--- config.mk ---
export PLATFORM = sky130hd
export DESIGN_NAME = config_fetch_seq
export DESIGN_NICKNAME = d
export VERILOG_FILES = /design/src/rtl/config_fetch_seq_pkg.sv /design/src/rtl/config_fetch_seq_fifo.sv /design/src/rtl/config_fetch_seq.sv
export SDC_FILE = /design/constraint.sdc
export NUM_CORES = 1
export LEC_CHECK = 0
export CORE_UTILIZATION = 56
export DETAILED_ROUTE_END_ITERATION = 10
export HOLD_SLACK_MARGIN = 0.05
export PLACE_DENSITY = 0.86
export SLEW_MARGIN = 10
export SYNTH_ARGS = -nofsm -noshare
export SYNTH_HDL_FRONTEND = slang
export SYNTH_SLANG_ARGS = --single-unit
--- constraint.sdc ---
create_clock -name clk_i -period 8.24 [get_ports clk_i]
set_input_delay 0.824 -clock clk_i [delete_from_list [all_inputs] [get_ports clk_i]]
set_output_delay 0.824 -clock clk_i [all_outputs]
set_load 0.01 [all_outputs]
--- src/rtl/config_fetch_seq_pkg.sv ---
// Shared definitions for the per-time-step neuron config fetch sequencer.
// Optional learning fields (port A) are enabled with CONFIG_FETCH_LRN_EN.
package config_fetch_seq_pkg;

   // Sequencer states: wait for start, walk the neurons, drain the output buffer
   typedef enum logic [1:0] {
      ST_IDLE  = 2'd0,
      ST_RUN   = 2'd1,
      ST_DRAIN = 2'd2
   } state_t;

   // Two entries cover the single-cycle ROM read latency at full throughput
   localparam int FIFO_DEPTH = 2;
   localparam int FIFO_CNT_W = 2;

   // Packed width of the port B fields: NurnType, RandTh, Th_Mask, RstPot, SpikeAER
   function automatic int rec_b_width(input int dsize, input int aer_w);
      return 2 + 2 * dsize + aer_w;
   endfunction

`ifdef CONFIG_FETCH_LRN_EN
   // Packed width of the port A fields: LTP/LTD windows, LTP/LTD rates, bias mode
   function automatic int rec_a_width(input int stdp_w, input int dsize);
      return 2 * stdp_w + 2 * dsize + 1;
   endfunction
`endif

endpackage

--- src/rtl/config_fetch_seq_fifo.sv ---
// Two-entry synchronous record FIFO with occupancy count and valid/ready read side.
// Storage is cleared on reset so the head reads as zero until the first write.
module cfg_rec_fifo
   import config_fetch_seq_pkg::*;
#(
   parameter int WIDTH = 8
) (
   input  logic                  clk,
   input  logic                  rst_n,
   input  logic                  wr_en,
   input  logic [WIDTH-1:0]      wr_data,
   output logic                  rd_vld,
   input  logic                  rd_rdy,
   output logic [WIDTH-1:0]      rd_data,
   output logic [FIFO_CNT_W-1:0] count
);

   logic [WIDTH-1:0] mem [FIFO_DEPTH];
   logic             wr_ptr;
   logic             rd_ptr;
   logic             do_push;
   logic             do_pop;

   assign rd_vld  = (count != '0);
   assign do_pop  = rd_vld & rd_rdy;
   assign do_push = wr_en & ((count != FIFO_CNT_W'(FIFO_DEPTH)) | do_pop);
   assign rd_data = mem[rd_ptr];

   // Storage, pointers and count; a simultaneous push and pop leaves the count unchanged
   always_ff @(posedge clk or negedge rst_n) begin
      if (!rst_n) begin
         for (int i = 0; i < FIFO_DEPTH; i++) begin
            mem[i] <= '0;
         end
         wr_ptr <= 1'b0;
         rd_ptr <= 1'b0;
         count  <= '0;
      end else begin
         if (do_push) begin
            mem[wr_ptr] <= wr_data;
            wr_ptr      <= ~wr_ptr;
         end
         if (do_pop) begin
            rd_ptr <= ~rd_ptr;
         end
         case ({do_push, do_pop})
            2'b10:   count <= count + 1'b1;
            2'b01:   count <= count - 1'b1;
            default: count <= count;
         endcase
      end
   end

endmodule

--- src/rtl/config_fetch_seq.sv ---
// Per-time-step neuron config fetch sequencer: walks neuron indices, reads the
// config ROM, buffers returned fields and hands one record per neuron downstream.
// Define CONFIG_FETCH_LRN_EN to also drive port A and carry the learning fields.
module config_fetch_seq
   import config_fetch_seq_pkg::*;
#(
   parameter int NUM_NURNS          = 256,
   parameter int NURN_CNT_BIT_WIDTH = 8,
   parameter int DSIZE              = 16,
`ifdef CONFIG_FETCH_LRN_EN
   parameter int STDP_WIN_BIT_WIDTH = 8,
`endif
   parameter int AER_BIT_WIDTH      = 32
) (
   input  logic                          clk_i,
   input  logic                          rst_n_i,
   input  logic                          start_i,
   output logic                          busy_o,
   output logic                          done_o,
   output logic [NURN_CNT_BIT_WIDTH-1:0] Addr_Config_B_o,
   output logic                          rdEn_Config_B_o,
   input  logic                          NurnType_i,
   input  logic                          RandTh_i,
   input  logic [DSIZE-1:0]              Th_Mask_i,
   input  logic [DSIZE-1:0]              RstPot_i,
   input  logic [AER_BIT_WIDTH-1:0]      SpikeAER_i,
`ifdef CONFIG_FETCH_LRN_EN
   output logic [NURN_CNT_BIT_WIDTH-1:0] Addr_Config_A_o,
   output logic                          rdEn_Config_A_o,
   input  logic [STDP_WIN_BIT_WIDTH-1:0] LTP_Win_i,
   input  logic [STDP_WIN_BIT_WIDTH-1:0] LTD_Win_i,
   input  logic [DSIZE-1:0]              LTP_LrnRt_i,
   input  logic [DSIZE-1:0]              LTD_LrnRt_i,
   input  logic                          biasLrnMode_i,
   output logic [STDP_WIN_BIT_WIDTH-1:0] cfg_LTP_Win_o,
   output logic [STDP_WIN_BIT_WIDTH-1:0] cfg_LTD_Win_o,
   output logic [DSIZE-1:0]              cfg_LTP_LrnRt_o,
   output logic [DSIZE-1:0]              cfg_LTD_LrnRt_o,
   output logic                          cfg_biasLrnMode_o,
`endif
   output logic                          cfg_vld_o,
   input  logic                          cfg_rdy_i,
   output logic [NURN_CNT_BIT_WIDTH-1:0] cfg_nurn_id_o,
   output logic                          cfg_NurnType_o,
   output logic                          cfg_RandTh_o,
   output logic [DSIZE-1:0]              cfg_Th_Mask_o,
   output logic [DSIZE-1:0]              cfg_RstPot_o,
   output logic [AER_BIT_WIDTH-1:0]      cfg_SpikeAER_o
);

   localparam int REC_B_W = rec_b_width(DSIZE, AER_BIT_WIDTH);
`ifdef CONFIG_FETCH_LRN_EN
   localparam int REC_W   = NURN_CNT_BIT_WIDTH + REC_B_W + rec_a_width(STDP_WIN_BIT_WIDTH, DSIZE);
`else
   localparam int REC_W   = NURN_CNT_BIT_WIDTH + REC_B_W;
`endif
   localparam logic [NURN_CNT_BIT_WIDTH-1:0] LAST_IDX = NURN_CNT_BIT_WIDTH'(NUM_NURNS - 1);

   state_t                        state;
   state_t                        state_nxt;
   logic [NURN_CNT_BIT_WIDTH-1:0] idx;
   logic [NURN_CNT_BIT_WIDTH-1:0] idx_nxt;
   logic [NURN_CNT_BIT_WIDTH-1:0] tag;
   logic                          inflight;
   logic                          issue;
   logic                          pop;
   logic                          done_q;
   logic                          done_nxt;
   logic [2:0]                    occupancy;
   logic [FIFO_CNT_W-1:0]         fifo_count;
   logic [REC_W-1:0]              rec_in;
   logic [REC_W-1:0]              rec_out;

   // Slots already committed: buffered records plus the one in flight, minus the one leaving now
   assign pop       = cfg_vld_o & cfg_rdy_i;
   assign occupancy = {1'b0, fifo_count} + {2'b00, inflight} - {2'b00, pop};

   // Read enable stays high for the whole walk so the ROM output latch passes data through
   assign busy_o          = (state != ST_IDLE);
   assign rdEn_Config_B_o = (state != ST_IDLE);
   assign Addr_Config_B_o = idx;
   assign done_o          = done_q;
`ifdef CONFIG_FETCH_LRN_EN
   assign rdEn_Config_A_o = rdEn_Config_B_o;
   assign Addr_Config_A_o = Addr_Config_B_o;
`endif

   // Next-state, index advance and issue decision
   always_comb begin
      state_nxt = state;
      idx_nxt   = idx;
      issue     = 1'b0;
      done_nxt  = 1'b0;
      case (state)
         ST_IDLE: begin
            if (start_i) begin
               state_nxt = ST_RUN;
               idx_nxt   = '0;
            end
         end
         ST_RUN: begin
            if (occupancy < 3'd2) begin
               issue = 1'b1;
               if (idx == LAST_IDX) begin
                  state_nxt = ST_DRAIN;
               end else begin
                  idx_nxt = idx + 1'b1;
               end
            end
         end
         ST_DRAIN: begin
            if (!inflight && (fifo_count == '0)) begin
               state_nxt = ST_IDLE;
               done_nxt  = 1'b1;
            end
         end
         default: state_nxt = ST_IDLE;
      endcase
   end

   // State register, neuron index and the one-cycle done pulse
   always_ff @(posedge clk_i or negedge rst_n_i) begin
      if (!rst_n_i) begin
         state  <= ST_IDLE;
         idx    <= '0;
         done_q <= 1'b0;
      end else begin
         state  <= state_nxt;
         idx    <= idx_nxt;
         done_q <= done_nxt;
      end
   end

   // Tag each issued index so it travels with its ROM data into the FIFO one cycle later
   always_ff @(posedge clk_i or negedge rst_n_i) begin
      if (!rst_n_i) begin
         inflight <= 1'b0;
         tag      <= '0;
      end else begin
         inflight <= issue;
         if (issue) begin
            tag <= idx;
         end
      end
   end

`ifdef CONFIG_FETCH_LRN_EN
   assign rec_in = {tag, NurnType_i, RandTh_i, Th_Mask_i, RstPot_i, SpikeAER_i,
                    LTP_Win_i, LTD_Win_i, LTP_LrnRt_i, LTD_LrnRt_i, biasLrnMode_i};
   assign {cfg_nurn_id_o, cfg_NurnType_o, cfg_RandTh_o, cfg_Th_Mask_o, cfg_RstPot_o,
           cfg_SpikeAER_o, cfg_LTP_Win_o, cfg_LTD_Win_o, cfg_LTP_LrnRt_o,
           cfg_LTD_LrnRt_o, cfg_biasLrnMode_o} = rec_out;
`else
   assign rec_in = {tag, NurnType_i, RandTh_i, Th_Mask_i, RstPot_i, SpikeAER_i};
   assign {cfg_nurn_id_o, cfg_NurnType_o, cfg_RandTh_o, cfg_Th_Mask_o, cfg_RstPot_o,
           cfg_SpikeAER_o} = rec_out;
`endif

   cfg_rec_fifo #(
      .WIDTH (REC_W)
   ) u_fifo (
      .clk     (clk_i),
      .rst_n   (rst_n_i),
      .wr_en   (inflight),
      .wr_data (rec_in),
      .rd_vld  (cfg_vld_o),
      .rd_rdy  (cfg_rdy_i),
      .rd_data (rec_out),
      .count   (fifo_count)
   );

endmodule

; Yosys cells after proc, flatten, opt, wreduce, memory -nomap -nowiden
; Index checks and enable logic that the tools add are counted.
[totals]
register_bits = 172
out_inout_bits = 86
[op_classes]
n_addsub = 5
order_cmp = 4
n_eq_ne = 11
muxes = 20
n_bitwise = 7
n_reduce_logical = 11
[ops]
columns = op, n
row1 = two-way mux 74 bit, 4
row2 = bitwise mux 148 bit, 1
row3 = demux 74 bit (select 1 bit), 1
row4 = two-way mux 8 bit, 3
row5 = one-hot mux 8 bit (2 select lines), 1
row6 = "!= test 2 bit, second input constant", 6
row7 = "adder 8 x 1 -> 8 bit, second input constant", 1
row8 = "equality test 8 bit, second input constant", 1
row9 = two-way mux 2 bit, 4
row10 = AND reduction 4 bit, 2
row11 = nonzero test 2 bit, 4
row12 = one-hot mux 2 bit (3 select lines), 1
row13 = "equality test 2 x 1 -> 1 bit, second input constant", 2
row14 = "equality test 2 bit, second input constant", 2
row15 = ">= comparator 2 bit, second input constant", 2
row16 = logical NOT 2 bit, 2
row17 = two-way mux 1 bit, 4
row18 = NOT 1 -> 2 bit, 2
row19 = one-hot mux 2 bit (2 select lines), 1
row20 = adder 2 x 1 -> 3 bit, 1
row21 = "less-than comparator 3 x 2 -> 1 bit, second input constant", 1
row22 = subtractor 3 x 1 -> 3 bit, 1
row23 = "adder 2 x 1 -> 2 bit, second input constant", 1
row24 = AND 1 bit, 2
row25 = other kinds (6), 8

; Depth between registers and ports, before layout
; Gate-level depths: netlist (run 1).
[logic_depth]
word_depth = 6
mapped_depth = 12
depth_no_buf = 11

; Modules after synthesis
; Synthesis (run 1) repeated with hierarchy kept, for this count alone.
[unflattened]
hier_cells = 502
hier_area_um2 = 8064.0
[by_module_without_submodules]
columns = mod, n_inst, cells_per_inst, area_each_um2
row1 = cfg_rec_fifo, 1, 412, 7065.5
row2 = config_fetch_seq, 1, 90, 998.5

; Least setup slack after synthesis (run 1)
; No wires, ideal clock.
[synth_path]
kind = input -> register
from = input port cfg_rdy_i
to = register idx[3], in the netlist Addr_Config_B_o[3]
t_arrival_ns = 2.797
required_time_ns = 8.108
slack_ns = 5.311
stages = 8
path_cell_list = and2_1 > ha_1 > nand2b_1 > fa_1 > xnor2_1 > nand3_4 > o311ai_1 > or3b_1
[synth_via]
elab_chain_len = 5
[synth_lines]
columns = element, line
row1 = "start, declared", config_fetch_seq.sv:42  ; input logic cfg_rdy_i,
row2 = AND 1 bit, config_fetch_seq.sv:75  ; assign pop = cfg_vld_o & cfg_rdy_i;
row3 = subtractor 3 x 1 -> 3 bit, config_fetch_seq.sv:76  ; assign occupancy = {1'b0, fifo_count} + {2'b00, inflight} - {2'b00, pop};
row4 = less-than comparator 3 x 2 -> 1 bit, config_fetch_seq.sv:102  ; if (occupancy < 3'd2) begin
row5 = != test 2 bit (no source line), n/a
row6 = AND reduction 4 bit (no source line), n/a
row7 = "end signal, assigned", config_fetch_seq.sv:129  ; idx <= idx_nxt;
row8 = "end, declared", config_fetch_seq.sv:61  ; logic [NURN_CNT_BIT_WIDTH-1:0] idx;
; No other way between the ends.
; A chain may end at the register's enable or synchronous reset.

; Worst setup path in the final report (run 1)
[layout_path]
from = input port cfg_rdy_i
to = register idx[3], in the netlist Addr_Config_B_o[3]
[layout_via]
elab_chain_len = 5
[layout_lines]
columns = element, line
row1 = AND 1 bit, config_fetch_seq.sv:75
row2 = net pop, config_fetch_seq.sv:66  ; logic pop;
row3 = subtractor 3 x 1 -> 3 bit, config_fetch_seq.sv:76
row4 = less-than comparator 3 x 2 -> 1 bit, config_fetch_seq.sv:102
row5 = != test 2 bit (no source line), n/a
row6 = AND reduction 4 bit (no source line), n/a
; The timed path passes the listed nets, and every way through them passes these cells.

==> flow_summary.ini, run 1 <==
[status]
outcome = completed

[global_route]
grt_pass1_wl_mm = 26.5
grt_busiest_layer = met2
grt_max_degree = 94
grt_usage_pct = 23.9
grt_pass1_vias = 5250
grt_antenna_before_repair = 0
grt_overflow = 0
grt_util_met2_pct = 41.1
gr-usage-met1_pct = 30.0
gr-usage-met3_pct = 4.62

[floorplanning]
die_h_um = 120
die_area_mm2 = 0.0144
core_mm2 = 0.0135
num_rows = 42
pin_count = 156
initial_core_util_pct = 58.2
die_x_um = 120

[place]
place_area_mm2 = 0.00942
portBuffers = 155
pre_cts_slack_ns = 4.42
gp_congestion = 0.850
hpwl_mm = 10.6

[sta]
final-hold-violation-count = 0
fin_crit_ns = 3.40
drv_slew = 0
fmax_mhz = 294
finalSetupViolCount = 0
rsz0062_at_grt = no
clock-skew-final_ns = 0.00689
worst_pin_slew_ns = 1.10
relSlewSlack_pct = 26.8
setup_tns_ns = 0
fin_ws_ns = 4.84
fin_crit_sh_pct = 41.3

[cells_and_area]
layout_commonest_cell = dfrtp_1
n_antenna_cell = 0
fin_nets = 739
drive_above_1_share_pct = 32.1
layout_common_cells = dfrtp_1, clkdlybuf4s50_1, mux2_2, mux2_4, mux2_1
syn_to_final_growth_pct = 27.8
final_area_mm2 = 0.0100

[clocking]
ctsResizeCount = 0
cts-hold-fix-buffers = 0
clock_sinks = 172
htree_num_levels = 4
cts_buffers = 17
insertion_delay_ns = 0.41
cts_tree = yes
cts_root_buffer = clkbuf_16
cts.reportedPaths.clkPinSlew_ns = 0.06
postCtsSetupBuffers = 0
clk_path_buf_depth = 2

[power_and_ir_drop]
swShare_pct = 31.8
power_frac_clock_pct = 17.3
ir_drop_v = 0.000262
p_per_area_mw_per_mm2 = 450
power.total_w = 0.00451
p_switching_w = 0.00143
p_int_w = 0.00307
p_comb_share_pct = 47.1
p_seq_share_pct = 35.6
p_leak_nw = 4.31

[worst_setup_path]
rrSetupSlack_ns = 5.05
critPathLaunchType = input pin
cpLargestDelayFamily = simple AND/OR/NAND/NOR gates
critPathSlowestCell = clkdlybuf4s50_1
r2r_start = u_fifo.count[0]
cpPeakStageDelay_ns = 0.60
worstPathCellList = clkdlybuf4s50_1 > and2_1 > ha_1 > nand2b_1 > fa_1 > xnor2_1 > nand3_4 > o311ai_1 > or3b_1
cp_num_buf_inv = 1
worst-setup-path-type = in -> reg
arrival_ns = 3.69
rr_worst_depth = 10
crit_required_ns = 8.53
end_kind = flop
worstReg2RegEnd = Addr_Config_B_o[3]
cp_max_fo = 18

[synthesis]
synth_seq_cells = 172
ys_async_sr_fraction_pct = 100
synth-simple-area-share_pct = 3.47
yosys_warnings = 0
synth_fp_nets = 590
synth_ff_type = dfrtp_1
syn_inst = 516
netlist_area_mm2 = 0.00782
yosysSeqAreaShare_pct = 55.0
syn_avg_cell_area_um2 = 15.2
synth-xor-area-share_pct = 0.672
synth-compound-area-share_pct = 2.21
synth_enable_flop_cells = 0
synth-adder-area-share_pct = 0.736
synth_top_family_by_area = multiplexers
synth_cell_types = 38
synthMuxAreaShare_pct = 34.8

[drt]
wirelength_mm = 16.2
first_pass_iters = 4
postRouteAntennaNets = 0
vias = 4729
drt-initial-drc-count = 257
wire_per_inst_um = 19.0
drc = 0
vias_per_cell = 5.54

[hold_path]
min_path_type = in -> async

[run]
drv_cap = 0
## worst max-delay path by stage
stage / slack [ns] / end / depth (start not counted) / from
after global routing: 4.72 / Addr_Config_B_o[3] / 9 / cfg_rdy_i
after CTS: 4.87 / cfg_nurn_id_o[7] / 2 / u_fifo.rd_ptr
final: 4.84 / Addr_Config_B_o[3] / 9 / cfg_rdy_i
after global placement: 4.52 / Addr_Config_B_o[3] / 9 / cfg_rdy_i
after floorplan: 5.31 / Addr_Config_B_o[3] / 8 / cfg_rdy_i
after detailed placement: 4.42 / Addr_Config_B_o[3] / 10 / cfg_rdy_i
## cell usage after synthesis, types with 2 or more instances
cell	n	share of area (%)
o22ai_1	2	0.16
dfrtp_1	172	55
clkbuf_1	3	0.14
inv_1	2	0.096
nor3_1	4	0.26
nand2_1	30	1.4
buf_6	13	1.9
a31oi_1	2	0.16
mux2_4	60	12
a21oi_1	2	0.13
xnor2_1	5	0.56
o211ai_1	2	0.19
ha_1	3	0.48
inv_2	2	0.096
nand2b_1	3	0.24
nor2_1	6	0.29
or2_2	3	0.24
o311ai_1	2	0.22
mux2_1	48	6.9
o21ai_0	5	0.32
nand3_1	5	0.32
mux2_2	114	16
buf_2	9	0.58
a21o_1	3	0.29
buf_4	3	0.29
## through the flow
stage / util [%] / hold WS (ns) / std cells
finish: 74.3 / 0.472 / 853
global route: 74.3 / 0.504 / 853
CTS: 74.3 / 0.489 / 853
detailed placement: 70.0 / 0.475 / 822
global placement: 70.0 / 0.467 / 822
floorplan: - / 0.447 / 516
## metal layers
metal	up-vias	wire length (um)
li1	2129	-
met1	2450	6970
met2	131	8420
met3	19	623
met4	0	216
met5	-	0
## power by group through the flow
| stage | registers, W | logic, W | clock network (W) |
|---|---|---|---|
| 6_report | 0.00160 | 0.00212 | 0.000781 |
| 5_1_grt | 0.00166 | 0.00227 | 0.000831 |
| 4_1_cts | 0.00160 | 0.00215 | 0.000800 |
| 3_5_place_dp | 0.00161 | 0.00213 | 0 |
| 3_3_place_gp | 0.00157 | 0.00206 | 0 |
| 2_1_floorplan | 0.00144 | 0.00142 | 0 |
## flip-flops by register name, summed over array words and instances (netlist names)
name,flops
state,2
done_o,1
u_fifo.mem,148
tag,8
u_fifo.wr_ptr,1
inflight,1
Addr_Config_B_o,8
u_fifo.rd_ptr,1
u_fifo.count,2
## layout make-up
class                           instances  area, um2
Fill cell                             872       3450
Multi-Input combinational cell        312       3300
Clock buffer                           24        492
Sequential cell                       172       4310
Timing Repair Buffer                  158       1580
Inverter                                4       15.0
Clock inverter                          7       87.6
Tap cell                              176        220
## worst reg2reg max path, stage by stage, from the launching register on
cell	delay [ns]
dfrtp_1	0.54
inv_1	0.12
nand2_1	0.16
and2_1	0.22
ha_1	0.25
nand2b_1	0.16
fa_1	0.39
xnor2_1	0.30
nand3_4	0.24
o311ai_1	0.33
or3b_1	0.37
## logic make-up (layout without fill, tap and decap cells)
logic type | after synthesis | in the layout
fa+ha+maj | 4 | 4
compound gates | 23 | 23
xor+xnor | 6 | 6
buf+inv | 32 | 193
mux | 222 | 222
simple gates | 57 | 57
flops | 172 | 172
(Power assumes the default switching activity.)
==> run 2, diff against run 1 <==
Settings changed: CORE_UTILIZATION 56 to 52, PLACE_DENSITY 0.86 to 0.8.
Clock period 8.24 ns to 3.15 ns, I/O delays scaled along.
==> flow_summary.ini, run 2 (synthesis results as in run 1) <==
[worst_setup_path]
rr_worst_depth = 10
cpPeakStageDelay_ns = 0.45
cp.depth = 10
rrSetupSlack_ns = 0.13
cp_num_buf_inv = 1
critPathSlowestCell = dfrtp_1
r2r_start = u_fifo.count[1]
critPathLaunchType = flop
cp_max_fo = 10
endpoint = Addr_Config_B_o[3]
cpLargestDelayFamily = simple AND/OR/NAND/NOR gates
arrival_ns = 3.32
worstSetupStartpoint = u_fifo.count[1]
crit_required_ns = 3.45
worstReg2RegEnd = Addr_Config_B_o[3]
worstPathCellList = inv_2 > nand2_1 > and2_1 > ha_1 > nand2b_1 > fa_1 > xnor2_2 > nand3_4 > o311ai_1 > or3b_1
end_kind = flop
worst-setup-path-type = reg -> reg

[cells_and_area]
drive_above_1_share_pct = 34.2
layout_commonest_cell = dfrtp_1
layout_common_cells = dfrtp_1, clkdlybuf4s50_1, mux2_2, mux2_4, mux2_1
fin_nets = 756
syn_to_final_growth_pct = 30.6
regMostFlops = u_fifo.mem
seq_area_mm2 = 0.00431
nFillCells = 986
final_area_mm2 = 0.0102
final_util_pct = 70.1
multi_input_area_mm2 = 0.00331
largest_reg_flops = 148
n_antenna_cell = 0

[drt]
postRouteAntennaNets = 0
drt-initial-drc-count = 153
first_pass_iters = 4
wirelength_mm = 16.8
vias = 4760
wire_per_inst_um = 19.1
vias_per_cell = 5.42
drc = 0

[hold_path]
min_delay_path_depth = 1
hold_path_startpoint = u_fifo.mem[65]
min_path_type = reg -> reg

[sta]
fin_crit_ns = 3.02
drv_slew = 0
finalSetupViolCount = 0
fin_crit_sh_pct = 95.9
fmax_mhz = 331
setup_tns_ns = 0
rsz0062_at_grt = no
clock-skew-final_ns = 0.00820
relSlewSlack_pct = 47.0
final-hold-violation-count = 0
worst_pin_slew_ns = 0.793

[global_route]
grt_antenna_before_repair = 0
grt_max_degree = 80
grt_usage_pct = 23.1
grt_pass1_vias = 5336
grt_overflow = 0
grt_pass1_wl_mm = 28.0

[clocking]
clock_sinks = 172
clk_path_buf_depth = 2
htree_num_levels = 4
cts.reportedPaths.clkPinSlew_ns = 0.07
cts_root_buffer = clkbuf_16
cts_buffers = 17
insertion_delay_ns = 0.42
cts_tree = yes

[place]
place_area_mm2 = 0.00964
hpwl_mm = 11.2
gp_congestion = 0.802
portBuffers = 155

[floorplanning]
num_rows = 44
die_area_mm2 = 0.0155
initial_core_util_pct = 53.6
die_x_um = 125
pin_count = 156
core_mm2 = 0.0146
die_h_um = 125

[power_and_ir_drop]
power.total_w = 0.0119
p_leak_nw = 4.42
p_per_area_mw_per_mm2 = 1170
ir_drop_v = 0.000751

[run]
drv_cap = 0

[status]
outcome = completed
## run 2: area by class of cell
type	count	area share, %
clock buffers	20	4.57
repair buffers	175	17.5
inverters	4	0.147
multi-input cells	312	32.4
clock inverters	12	0.943
flip-flops and latches	172	42.1
well taps	184	2.25
## run 2: worst reg2reg max path: cells and delay by family (launching register included)
family	cells	cell delay (ns)
compound gates	1	0.30
simple gates	5	1.05
flops	1	0.45
buf+inv	1	0.16
fa+ha+maj	2	0.72
xor+xnor	1	0.23
## run 2: how the worst min path moves through the flow
stage	to	slack, ns
4_1_cts	u_fifo.mem[50]	0.49
5_1_grt	u_fifo.mem[3]	0.50
6_report	u_fifo.mem[65]	0.49
3_3_place_gp	u_fifo.mem[15]	0.39
2_1_floorplan	Addr_Config_B_o[0]	0.02
3_5_place_dp	u_fifo.mem[15]	0.40
## run 2: metal layers
metal / up-vias / wire length (um) / global-route usage (%)
met2: 142 / 8480 / 37.3
met1: 2444 / 7350 / 30.0
met5: - / 0 / 0
met4: 0 / 176 / 8.22
li1: 2161 / - / -
met3: 13 / 748 / 6.10
## run 2: power breakdown
part | switching [W] | internal [W] | total, W
Combinational | 0.00226 | 0.00363 | 0.00589
Clock | 0.000830 | 0.00114 | 0.00197
Sequential | 0.000762 | 0.00332 | 0.00409
Total | 0.00385 | 0.00810 | 0.0119
## run 2: stage by stage
step                      setup WS, ns  instances  hold slack, ns
after global routing           0.00700        879           0.503
after CTS                       0.0953        879           0.493
after detailed placement         0.120        846           0.396
after global placement           0.171        846           0.387
final                            0.129        879           0.488
after floorplan                  0.337        516          0.0194
## run 2: timing repair
| action | 4_1_cts | 5_1_grt |
|---|---|---|
| setup endpoints to repair | 0 | 1 |
| hold endpoints to repair | 76 | 0 |
| resized for setup | 0 | 1 |
| setup buffers | 0 | 0 |
| hold buffers | 1 | 0 |
==> run 3, diff against run 2 <==
Settings changed: SYNTH_HIERARCHICAL set to 1.
==> flow_summary.ini, run 3 <==
[status]
outcome = completed

[clocking]
clk_path_buf_depth = 2
cts_tree = yes
htree_num_levels = 4
insertion_delay_ns = 0.42
cts_buffers = 17
postCtsSetupBuffers = 0
clock_sinks = 172
cts.reportedPaths.clkPinSlew_ns = 0.06
cts_root_buffer = clkbuf_16
ctsResizeCount = 0

[synthesis]
synth-xor-area-share_pct = 0.652
synth_enable_flop_cells = 0
ys_async_sr_fraction_pct = 100
synth_top_area_share_pct = 53.4
yosys_warnings = 6
synth_cell_types = 40
yosys-top-cells-area = dfrtp_1, mux2_4, mux2_2
synthMuxAreaShare_pct = 37.8
synthTopCellsByCount = dfrtp_1, mux2_4, mux2_2
syn_avg_cell_area_um2 = 16.1
synth_seq_cells = 172
syn_inst = 502
netlist_area_mm2 = 0.00806
yosysSeqAreaShare_pct = 53.4
synth_fp_nets = 576
synth-simple-area-share_pct = 2.68
synth-adder-area-share_pct = 0.714
synth_area_leader_cell = dfrtp_1
yosysMostFrequentCell = dfrtp_1
synth_ff_type = dfrtp_1
synth_top_family_by_area = multiplexers
synth-compound-area-share_pct = 1.52

[cells_and_area]
layout_commonest_cell = dfrtp_1
layoutNonFillerInstCount = 858
fin_nets = 731
nFillCells = 1042
drive_above_1_share_pct = 41.6
seq_area_mm2 = 0.00431
layout_common_cells = dfrtp_1, clkdlybuf4s50_1, mux2_4, mux2_2, clkbuf_16
final_util_pct = 68.7
multi_input_area_mm2 = 0.00351
regMostFlops = u_fifo/mem
n_antenna_cell = 0
largest_reg_flops = 148
final_area_mm2 = 0.0104
syn_to_final_growth_pct = 29.0

[sta]
relSlewSlack_pct = 55.3
setup_tns_ns = 0
rsz0062_at_grt = no
finalSetupViolCount = 0
fmax_mhz = 334
drv_slew = 0
fin_crit_ns = 3.00
final-hold-violation-count = 0
fin_crit_sh_pct = 95.2
clock-skew-final_ns = 0.00698
whs_ns = 0.457
worst_pin_slew_ns = 0.670

[run]
drv_cap = 0

[place]
dp.cells = 825
portBuffers = 155
place_area_mm2 = 0.00975
gp_congestion = 0.754
hpwl_mm = 10.7

[global_route]
grt_pass1_wl_mm = 28.1
grt_overflow = 0
grt_pass1_vias = 5363
grt_usage_pct = 22.5
grt_max_degree = 71
grt_antenna_before_repair = 0

[worst_setup_path]
worst-setup-path-type = reg -> reg
critPathLaunchType = flop
cpPeakStageDelay_ns = 0.45
cp_num_buf_inv = 1
cpLargestDelayFamily = simple AND/OR/NAND/NOR gates
arrival_ns = 3.31
end_kind = flop
crit_required_ns = 3.46
cp_max_fo = 11
worstPathCellList = or2_2 > and2_1 > ha_1 > nor2b_1 > fa_1 > xor2_1 > nand3_2 > inv_1 > a41oi_1 > a31oi_1
critPathSlowestCell = dfrtp_1

[drt]
first_pass_iters = 4
drt-initial-drc-count = 145
drc = 0
vias = 4673
vias_per_cell = 5.45
wire_per_inst_um = 19.6
postRouteAntennaNets = 0
wirelength_mm = 16.8

[floorplanning]
num_rows = 45
die_h_um = 127
die_x_um = 127
initial_core_util_pct = 53.2
core_mm2 = 0.0151
pin_count = 156
die_area_mm2 = 0.0160

[power_and_ir_drop]
p_per_area_mw_per_mm2 = 1180
p_leak_nw = 4.54
ir_drop_v = 0.000774

[hold_path]
min_path_type = in -> async
## run 3: cell types whose count changed in the layout (fill, tap and decap cells not counted), sizes merged, moves of 5 or more
| cell | before | now |
|---|---|---|
| mux2 | 222 | 230 |
| nand2 | 30 | 7 |
| a31oi | 2 | 7 |
| buf | 20 | 9 |
| inv | 4 | 9 |
## run 3: layout make-up
cell class,count,share of cell area (%)
multi-input cells,294,33.8
flip-flops and latches,172,41.4
clock inverters,10,1.55
well taps,188,2.26
inverters,8,0.289
repair buffers,164,16.1
clock buffers,22,4.65
## run 3: cells by family after synthesis
| kind of cell | Yosys count |
|---|---|
| multiplexers | 231 |
| AND/OR/NAND/NOR | 36 |
| buffers and inverters | 36 |
| adder cells (fa/ha/maj) | 4 |
| AO/OA/AOI/OAI | 17 |
| flip-flops | 172 |
| XOR/XNOR | 6 |
## run 3: metal layers
| metal | track usage, % | vias to the layer above | part of all wire, % |
|---|---|---|---|
| met5 | 0 | - | 0 |
| met4 | 6.95 | 0 | 1.3 |
| met3 | 6.24 | 20 | 5.7 |
| met2 | 38.4 | 128 | 50 |
| met1 | 27.9 | 2430 | 43 |
| li1 | - | 2095 | - |
## run 3: worst paths after layout
kind	from	end	slack, ns	cells after the start
worst min register to register	u_fifo/mem[3]	u_fifo/mem[3]	0.50	1
worst max-delay path	u_fifo/count[0]	Addr_Config_B_o[5]	0.15	10
worst max register to register	u_fifo/count[0]	Addr_Config_B_o[5]	0.15	10
worst min-delay path	rst_n_i	u_fifo/mem[120]	0.46	2
min in group clk_i	u_fifo/mem[3]	u_fifo/mem[3]	0.50	1
max in group asynchronous	rst_n_i	u_fifo/mem[19]	1.80	3
## run 3: timing repair
| action | CTS | global route |
|---|---|---|
| hold buffers | 1 | 0 |
| endpoints found under the hold margin | 68 | 0 |
| endpoints found under the setup margin | 0 | 0 |
## run 3: through the flow
step           power [W]  setup WS, ns
3_5_place_dp      0.0100         0.321
4_1_cts           0.0124         0.197
5_1_grt           0.0129       0.00119
3_3_place_gp     0.00979         0.428
2_1_floorplan    0.00776         0.658
6_report          0.0123         0.153
## run 3: power breakdown
| part | internal [W] | switching, W |
|---|---|---|
| registers | 0.00328 | 0.000775 |
| clock network | 0.00141 | 0.000835 |
| logic | 0.00384 | 0.00211 |
| total | 0.00854 | 0.00372 |
